[src/rtl/branch_resolve_unit_pkg.sv]
// Shared pipeline definitions for ID-stage branch resolution:
// branch encodings, forwarding selects and the BTB entry layout.
package branch_resolve_unit_pkg;

  localparam int XLEN        = 32;
  localparam int BTB_ENTRIES = 16;
  localparam int IDX         = $clog2(BTB_ENTRIES);
  localparam int TAG_W       = XLEN - IDX - 2;

  localparam logic [2:0] BR_BEQ  = 3'b000;
  localparam logic [2:0] BR_BNE  = 3'b001;
  localparam logic [2:0] BR_BLT  = 3'b100;
  localparam logic [2:0] BR_BGE  = 3'b101;
  localparam logic [2:0] BR_BLTU = 3'b110;
  localparam logic [2:0] BR_BGEU = 3'b111;

  localparam logic [1:0] FWD_RF  = 2'b00;
  localparam logic [1:0] FWD_MEM = 2'b01;
  localparam logic [1:0] FWD_EX  = 2'b10;

  localparam logic [1:0] CTR_RST = 2'b01;
  localparam logic [1:0] CTR_NEW = 2'b10;

  typedef struct packed {
    logic             valid;
    logic [TAG_W-1:0] tag;
    logic [XLEN-1:0]  target;
    logic [1:0]       ctr;
  } btb_entry_t;

  function automatic logic [1:0] ctr_next(
    input logic [1:0] c,
    input logic       t
  );
    if (t) return (c == 2'b11) ? c : c + 2'b01;
    return (c == 2'b00) ? c : c - 2'b01;
  endfunction

endpackage

[src/rtl/branch_resolve_unit_if.sv]
// Fetch-side prediction and ID-side resolve bundle of the
// branch resolver; the unit sits on the slave modport.
interface branch_resolve_unit_if;
  import branch_resolve_unit_pkg::*;

  logic [XLEN-1:0] pc_IF;
  logic            pred_taken_IF;
  logic [XLEN-1:0] pred_target_IF;

  logic            valid_ID;
  logic            Branch_ID;
  logic            stall_ID;
  logic [2:0]      funct3_ID;
  logic [XLEN-1:0] pc_ID;
  logic [XLEN-1:0] imm_ID;
  logic            pred_taken_ID;
  logic [XLEN-1:0] pred_target_ID;
  logic [XLEN-1:0] rs1_data_ID;
  logic [XLEN-1:0] rs2_data_ID;
  logic [XLEN-1:0] aluResult_EX;
  logic [XLEN-1:0] aluResult_MEM;
  logic [1:0]      branch_forwardA;
  logic [1:0]      branch_forwardB;

  logic            redirect;
  logic [XLEN-1:0] redirect_pc;
  logic            IFFlush;
  logic [31:0]     branch_count;
  logic [31:0]     mispredict_count;

  modport master (
    output pc_IF, valid_ID, Branch_ID, stall_ID,
    output funct3_ID, pc_ID, imm_ID,
    output pred_taken_ID, pred_target_ID,
    output rs1_data_ID, rs2_data_ID,
    output aluResult_EX, aluResult_MEM,
    output branch_forwardA, branch_forwardB,
    input  pred_taken_IF, pred_target_IF,
    input  redirect, redirect_pc, IFFlush,
    input  branch_count, mispredict_count
  );

  modport slave (
    input  pc_IF, valid_ID, Branch_ID, stall_ID,
    input  funct3_ID, pc_ID, imm_ID,
    input  pred_taken_ID, pred_target_ID,
    input  rs1_data_ID, rs2_data_ID,
    input  aluResult_EX, aluResult_MEM,
    input  branch_forwardA, branch_forwardB,
    output pred_taken_IF, pred_target_IF,
    output redirect, redirect_pc, IFFlush,
    output branch_count, mispredict_count
  );

endinterface

[src/rtl/branch_resolve_unit_btb_table.sv]
// Direct-mapped BTB: combinational IF read port and a
// read-modify-write update port driven from ID.
module branch_resolve_unit_btb_table
  import branch_resolve_unit_pkg::*;
(
  input  logic             clk,
  input  logic             rst,
  input  logic [IDX-1:0]   rd_idx_i,
  output btb_entry_t       rd_entry_o,
  input  logic             upd_i,
  input  logic [IDX-1:0]   upd_idx_i,
  input  logic [TAG_W-1:0] upd_tag_i,
  input  logic [XLEN-1:0]  upd_target_i,
  input  logic             upd_taken_i
);

  btb_entry_t mem_q [BTB_ENTRIES];
  btb_entry_t cur;
  btb_entry_t mem_d;
  logic       hit;
  logic       we;

  always_comb begin
    cur   = mem_q[upd_idx_i];
    hit   = cur.valid && (cur.tag == upd_tag_i);
    mem_d = cur;
    we    = 1'b0;
    if (upd_i) begin
      if (hit) begin
        we        = 1'b1;
        mem_d.ctr = ctr_next(cur.ctr, upd_taken_i);
        if (upd_taken_i) mem_d.target = upd_target_i;
      end else if (upd_taken_i) begin
        we           = 1'b1;
        mem_d.valid  = 1'b1;
        mem_d.tag    = upd_tag_i;
        mem_d.target = upd_target_i;
        mem_d.ctr    = CTR_NEW;
      end
    end
  end

  always_ff @(posedge clk or posedge rst) begin
    if (rst) begin
      for (int i = 0; i < BTB_ENTRIES; i++) begin
        mem_q[i].valid  <= 1'b0;
        mem_q[i].tag    <= '0;
        mem_q[i].target <= '0;
        mem_q[i].ctr    <= CTR_RST;
      end
    end else if (we) begin
      mem_q[upd_idx_i] <= mem_d;
    end
  end

  // IF sees pre-write contents on a same-index collision
  assign rd_entry_o = mem_q[rd_idx_i];

endmodule

[src/rtl/branch_resolve_unit.sv]
// ID-stage branch resolver: forwarded compare, mispredict
// redirect/flush, BTB fetch prediction and perf counters.
module branch_resolve_unit
  import branch_resolve_unit_pkg::*;
(
  input  logic                  clk,
  input  logic                  rst,
  branch_resolve_unit_if.slave  bus
);

  btb_entry_t      rd_e;
  logic [XLEN-1:0] op_a;
  logic [XLEN-1:0] op_b;
  logic [XLEN-1:0] target;
  logic [XLEN-1:0] fallthrough;
  logic            taken;
  logic            br_valid;
  logic            resolve;
  logic            mispredict;
  logic            redirect;
  logic            hit_if;
  logic [31:0]     branch_count_q, branch_count_d;
  logic [31:0]     mispred_count_q, mispred_count_d;

  always_comb begin
    unique case (bus.branch_forwardA)
      FWD_EX:  op_a = bus.aluResult_EX;
      FWD_MEM: op_a = bus.aluResult_MEM;
      default: op_a = bus.rs1_data_ID;
    endcase
    unique case (bus.branch_forwardB)
      FWD_EX:  op_b = bus.aluResult_EX;
      FWD_MEM: op_b = bus.aluResult_MEM;
      default: op_b = bus.rs2_data_ID;
    endcase
  end

  always_comb begin
    taken    = 1'b0;
    br_valid = 1'b1;
    case (bus.funct3_ID)
      BR_BEQ:  taken = (op_a == op_b);
      BR_BNE:  taken = (op_a != op_b);
      BR_BLT:  taken = ($signed(op_a) <  $signed(op_b));
      BR_BGE:  taken = ($signed(op_a) >= $signed(op_b));
      BR_BLTU: taken = (op_a <  op_b);
      BR_BGEU: taken = (op_a >= op_b);
      default: br_valid = 1'b0;
    endcase
  end

  assign resolve = bus.valid_ID & bus.Branch_ID
                 & ~bus.stall_ID & ~rst;
  assign target      = bus.pc_ID + bus.imm_ID;
  assign fallthrough = bus.pc_ID + XLEN'(4);

  assign mispredict = (taken != bus.pred_taken_ID)
                    | (taken & bus.pred_taken_ID
                       & (bus.pred_target_ID != target));

  assign redirect        = resolve & mispredict;
  assign bus.redirect    = redirect;
  assign bus.IFFlush     = redirect;
  assign bus.redirect_pc = (redirect & taken) ? target : fallthrough;

  branch_resolve_unit_btb_table u_btb_table (
    .clk          (clk),
    .rst          (rst),
    .rd_idx_i     (bus.pc_IF[IDX+1:2]),
    .rd_entry_o   (rd_e),
    .upd_i        (resolve & br_valid),
    .upd_idx_i    (bus.pc_ID[IDX+1:2]),
    .upd_tag_i    (bus.pc_ID[XLEN-1:IDX+2]),
    .upd_target_i (target),
    .upd_taken_i  (taken)
  );

  assign hit_if = rd_e.valid
                & (rd_e.tag == bus.pc_IF[XLEN-1:IDX+2]);
  assign bus.pred_taken_IF  = hit_if & rd_e.ctr[1];
  assign bus.pred_target_IF = (hit_if & rd_e.ctr[1])
                            ? rd_e.target
                            : bus.pc_IF + XLEN'(4);

  assign branch_count_d  = branch_count_q + 32'(resolve);
  assign mispred_count_d = mispred_count_q + 32'(redirect);

  always_ff @(posedge clk or posedge rst) begin
    if (rst) begin
      branch_count_q  <= '0;
      mispred_count_q <= '0;
    end else begin
      branch_count_q  <= branch_count_d;
      mispred_count_q <= mispred_count_d;
    end
  end

  assign bus.branch_count     = branch_count_q;
  assign bus.mispredict_count = mispred_count_q;

endmodule

[src/flat_wrapper.sv]
// flat-port wrapper written by rule: the top's interface ports become plain ports
module branch_resolve_unit_flat import branch_resolve_unit_pkg::*;
  (clk, rst, bus_pc_IF, bus_valid_ID, bus_Branch_ID, bus_stall_ID, bus_funct3_ID, bus_pc_ID, bus_imm_ID, bus_pred_taken_ID, bus_pred_target_ID, bus_rs1_data_ID, bus_rs2_data_ID, bus_aluResult_EX, bus_aluResult_MEM, bus_branch_forwardA, bus_branch_forwardB, bus_pred_taken_IF, bus_pred_target_IF, bus_redirect, bus_redirect_pc, bus_IFFlush, bus_branch_count, bus_mispredict_count);
  branch_resolve_unit_if bus_i ();
  input  logic clk;
  input  logic rst;
  input wire logic [$bits(bus_i.pc_IF)-1:0] bus_pc_IF;
  input wire logic [$bits(bus_i.valid_ID)-1:0] bus_valid_ID;
  input wire logic [$bits(bus_i.Branch_ID)-1:0] bus_Branch_ID;
  input wire logic [$bits(bus_i.stall_ID)-1:0] bus_stall_ID;
  input wire logic [$bits(bus_i.funct3_ID)-1:0] bus_funct3_ID;
  input wire logic [$bits(bus_i.pc_ID)-1:0] bus_pc_ID;
  input wire logic [$bits(bus_i.imm_ID)-1:0] bus_imm_ID;
  input wire logic [$bits(bus_i.pred_taken_ID)-1:0] bus_pred_taken_ID;
  input wire logic [$bits(bus_i.pred_target_ID)-1:0] bus_pred_target_ID;
  input wire logic [$bits(bus_i.rs1_data_ID)-1:0] bus_rs1_data_ID;
  input wire logic [$bits(bus_i.rs2_data_ID)-1:0] bus_rs2_data_ID;
  input wire logic [$bits(bus_i.aluResult_EX)-1:0] bus_aluResult_EX;
  input wire logic [$bits(bus_i.aluResult_MEM)-1:0] bus_aluResult_MEM;
  input wire logic [$bits(bus_i.branch_forwardA)-1:0] bus_branch_forwardA;
  input wire logic [$bits(bus_i.branch_forwardB)-1:0] bus_branch_forwardB;
  output wire logic [$bits(bus_i.pred_taken_IF)-1:0] bus_pred_taken_IF;
  output wire logic [$bits(bus_i.pred_target_IF)-1:0] bus_pred_target_IF;
  output wire logic [$bits(bus_i.redirect)-1:0] bus_redirect;
  output wire logic [$bits(bus_i.redirect_pc)-1:0] bus_redirect_pc;
  output wire logic [$bits(bus_i.IFFlush)-1:0] bus_IFFlush;
  output wire logic [$bits(bus_i.branch_count)-1:0] bus_branch_count;
  output wire logic [$bits(bus_i.mispredict_count)-1:0] bus_mispredict_count;
  assign bus_i.pc_IF = bus_pc_IF;
  assign bus_i.valid_ID = bus_valid_ID;
  assign bus_i.Branch_ID = bus_Branch_ID;
  assign bus_i.stall_ID = bus_stall_ID;
  assign bus_i.funct3_ID = bus_funct3_ID;
  assign bus_i.pc_ID = bus_pc_ID;
  assign bus_i.imm_ID = bus_imm_ID;
  assign bus_i.pred_taken_ID = bus_pred_taken_ID;
  assign bus_i.pred_target_ID = bus_pred_target_ID;
  assign bus_i.rs1_data_ID = bus_rs1_data_ID;
  assign bus_i.rs2_data_ID = bus_rs2_data_ID;
  assign bus_i.aluResult_EX = bus_aluResult_EX;
  assign bus_i.aluResult_MEM = bus_aluResult_MEM;
  assign bus_i.branch_forwardA = bus_branch_forwardA;
  assign bus_i.branch_forwardB = bus_branch_forwardB;
  assign bus_pred_taken_IF = bus_i.pred_taken_IF;
  assign bus_pred_target_IF = bus_i.pred_target_IF;
  assign bus_redirect = bus_i.redirect;
  assign bus_redirect_pc = bus_i.redirect_pc;
  assign bus_IFFlush = bus_i.IFFlush;
  assign bus_branch_count = bus_i.branch_count;
  assign bus_mispredict_count = bus_i.mispredict_count;
  branch_resolve_unit u_core (.clk(clk), .rst(rst), .bus(bus_i));
endmodule
[config.mk]
export PLATFORM = sky130hd
export DESIGN_NAME = branch_resolve_unit_flat
export DESIGN_NICKNAME = d
export VERILOG_FILES = /design/src/rtl/branch_resolve_unit_pkg.sv /design/src/rtl/branch_resolve_unit_if.sv /design/src/rtl/branch_resolve_unit_btb_table.sv /design/src/rtl/branch_resolve_unit.sv /design/src/flat_wrapper.sv
export SDC_FILE = /design/constraint.sdc
export NUM_CORES = 2
export LEC_CHECK = 0
export ABC_CLOCK_PERIOD_IN_PS = 44700
export CORE_AREA = 3 3 358 360
export CTS_BUF_LIST = sky130_fd_sc_hd__clkbuf_4
export DETAILED_ROUTE_END_ITERATION = 10
export DIE_AREA = 0 0 361 363
export GPL_TIMING_DRIVEN = 0
export PLACE_DENSITY = 0.76
export SETUP_SLACK_MARGIN = 0.02
export SYNTH_ARGS = -nofsm -noshare
export SYNTH_HDL_FRONTEND = slang
export SYNTH_HIERARCHICAL = 1
export SYNTH_SLANG_ARGS = --single-unit
[constraint.sdc]
create_clock -name clk -period 44.7 [get_ports clk]
set_input_delay 8.94 -clock clk [delete_from_list [all_inputs] [get_ports clk]]
set_output_delay 8.94 -clock clk [all_outputs]
set_load 0.005 [all_outputs]
==> results.sh <==
export IMPL_relSlewSlack_pct=-1.87
export IMPL_fin_nets=5576
export IMPL_clock_skew_ns=0.157
export IMPL_grt_pass1_vias=48300
export IMPL_reg2regPathDepth=11
export IMPL_cp_required_ns=35.76
export IMPL_synth_area_per_cell_sq_um=13.8
export IMPL_cts_buffer_depth=4
export IMPL_rsz0062_at_grt="false"
export IMPL_critPathKind="in -> out"
export IMPL_min_from="u_core/bus.branch_count[31]"
export IMPL_postCtsSetupBuffers=0
export IMPL_fmax_mhz=37.7
export IMPL_synth_warnings=6
export IMPL_fin_total_pwr_mw=2.14
export IMPL_num_rows=130
export IMPL_hold_violations=0
export IMPL_io_pins=400
export IMPL_slowest_stage="buf_1"
export IMPL_crit_reg2reg_launch="u_core/u_btb_table/mem_q[776]"
export IMPL_wl_mm=234
export IMPL_violations="max-capacitance violations, max-slew violations"
export IMPL_dp_hpwl_mm=167
export IMPL_drt_iter0_markers=5891
export IMPL_drc=0
export IMPL_drt_pass1_iter_count=8
export IMPL_rrSetupSlack_ns=39.29
export IMPL_internal_power_mw=1.51
export IMPL_core_sq_um=125000
export IMPL_worst_path_buf_inv=6
export IMPL_dieArea_sq_um=131000
export IMPL_grt_total_usage_pct=35.4
export IMPL_fin_crit_sh_pct=59.3
export IMPL_min_period_ns=26.51
export IMPL_numCtsBuffers=299
export IMPL_holdPathStages=1
export IMPL_clkLatencyLatePin_ns=1.31
export IMPL_vias=47700
export IMPL_comb_power_share_pct=15.1
export IMPL_root_buffer="clkbuf_4"
export IMPL_holdBufCountCts=0
export IMPL_pre_cts_slack_ns=18.53
export IMPL_grt_overflow_total=0
export IMPL_crit_chain="clkdlybuf4s50_1, clkbuf_1, clkbuf_1, buf_1, mux4_2, mux4_2, xor2_1, nor4_1, nand2_1, nor4_1, clkbuf_1, nand2_1, o21ai_0, clkdlybuf4s50_1"
export IMPL_power_density_nw_per_um2=29.6
export IMPL_nFillCells=10100
export IMPL_critPathMostFrequentCell="clkbuf_1"
export IMPL_final_antenna_net_count=0
export IMPL_finalWeightedCongestion=1.02
export IMPL_grt_first_pass_wirelength_mm=336
export IMPL_grt_max_degree=135
export IMPL_pwr_share_seq_pct=45.0
export IMPL_status="finished with violations"
export IMPL_routedWlPerCell_microns=33.1
export IMPL_p_switching_uw=628
export IMPL_syn_to_final_growth_pct=15.8
export IMPL_hold_class="reg -> reg"
export IMPL_tightest_slew_ns=1.53
export IMPL_viasPerCell=6.72
export IMPL_die_w_microns=361
export IMPL_crit_arrival_ns=17.57
export IMPL_critical_path_startpoint="bus_pc_IF[2]"
export IMPL_hold_slack_ns=0.474
export IMPL_p_leak_nw=32.6
export IMPL_critPathMaxStageDelay_ns=1.07
export IMPL_drive_above_1_share_pct=42.2
export IMPL_ir_drop_v=0.0000309
export IMPL_slew_viol_final=11
export IMPL_htree_levels=5
export IMPL_cts_resized=0
export IMPL_start_util_pct=49.8
export IMPL_path_depth=14
export IMPL_io_buffers=398
export IMPL_clkPwrFrac_pct=39.9
export IMPL_syn_inst=4523
export IMPL_p_sw_share_pct=29.3
export IMPL_syn_cell_area_sq_um=62400
export IMPL_cp_max_fo=11
export IMPL_cts_clk_slew_worst_paths_ns=0.06
export IMPL_synth_nets=4867
export IMPL_cp_start_kind="primary input"
export IMPL_drv_cap=1
export IMPL_path_delay_family="buffers and inverters"
export IMPL_antenna_found_initial=32
export IMPL_fin_ws_ns=18.19
export IMPL_setup_viol_count_final=0
export IMPL_tritoncts="done"
export IMPL_die_h_microns=363
export IMPL_crit_path_end_kind="output port"
export IMPL_clock_sinks=1040
-- power by group through the flow --
stage	clock, mW	sequential, mW	combinational (mW)
2_1_floorplan	0	0.979	0.168
3_3_place_gp	0	0.981	0.308
3_5_place_dp	0	0.980	0.314
4_1_cts	0.867	0.963	0.315
5_1_grt	0.916	0.964	0.339
6_report	0.855	0.963	0.324
-- metal layers --
metal	GRT usage (%)	vias to the layer above	part of all wire (%)
li1	-	19000	-
met1	45.0	24600	37
met2	52.2	3316	44
met3	13.7	769	13
met4	20.0	12	6.0
met5	0	-	0.036
-- layout make-up --
class	instances	area [sq um]	area share (%)
clock inverter	59	265	0.367
antenna	25	62.6	0.0866
buffer	384	1750	2.42
tap	1650	2060	2.86
sequential	1040	26000	36.1
clock buffer	426	3200	4.43
inverter	48	188	0.260
timing repair buffer	408	4220	5.84
multi-input combinational	3051	34500	47.7
-- cells in the final DEF (no fill, tap or decap), types with 45 or more instances in the layout --
cell type,count
dfrtp_1,1024
o21ai_0,103
mux4_2,558
nand3_1,69
mux2_1,45
nand2_1,182
a21oi_1,89
clkinv_1,45
mux2i_1,87
xnor2_1,128
clkdlybuf4s50_1,398
a22oi_1,94
clkbuf_1,173
mux2_2,997
inv_1,45
clkbuf_4,426
nor2_1,118
xor2_1,95
ha_1,74
buf_2,146
-- flip-flops by register name, summed over array words and instances, names as in the netlist --
| signal | count |
|---|---|
| u_core/u_btb_table/mem_q | 976 |
| u_core/bus.branch_count | 32 |
| u_core/bus.mispredict_count | 32 |
-- path summary, 6_finish.rpt --
check | end
worst max-delay path | bus_pred_target_IF[7]
worst min-delay path | u_core/bus.branch_count[31]
worst max register to register | u_core/u_btb_table/mem_q[543]
worst min register to register | u_core/bus.branch_count[31]
max in group asynchronous | u_core/u_btb_table/mem_q[89]
min in group asynchronous | u_core/u_btb_table/mem_q[420]
-- through the flow --
stage / instance area [sq um] / instances / setup TNS, ns / utilization (%)
4_1_cts: 72200 / 7066 / 0 / 57.6
2_1_floorplan: 62400 / 4523 / 0 / -
6_report: 72200 / 7091 / 0 / 57.6
3_3_place_gp: 68500 / 6571 / -2194.99 / 54.6
5_1_grt: 72200 / 7081 / 0 / 57.6
3_5_place_dp: 68700 / 6581 / 0 / 54.8
Power figures use the tool's default switching activity.
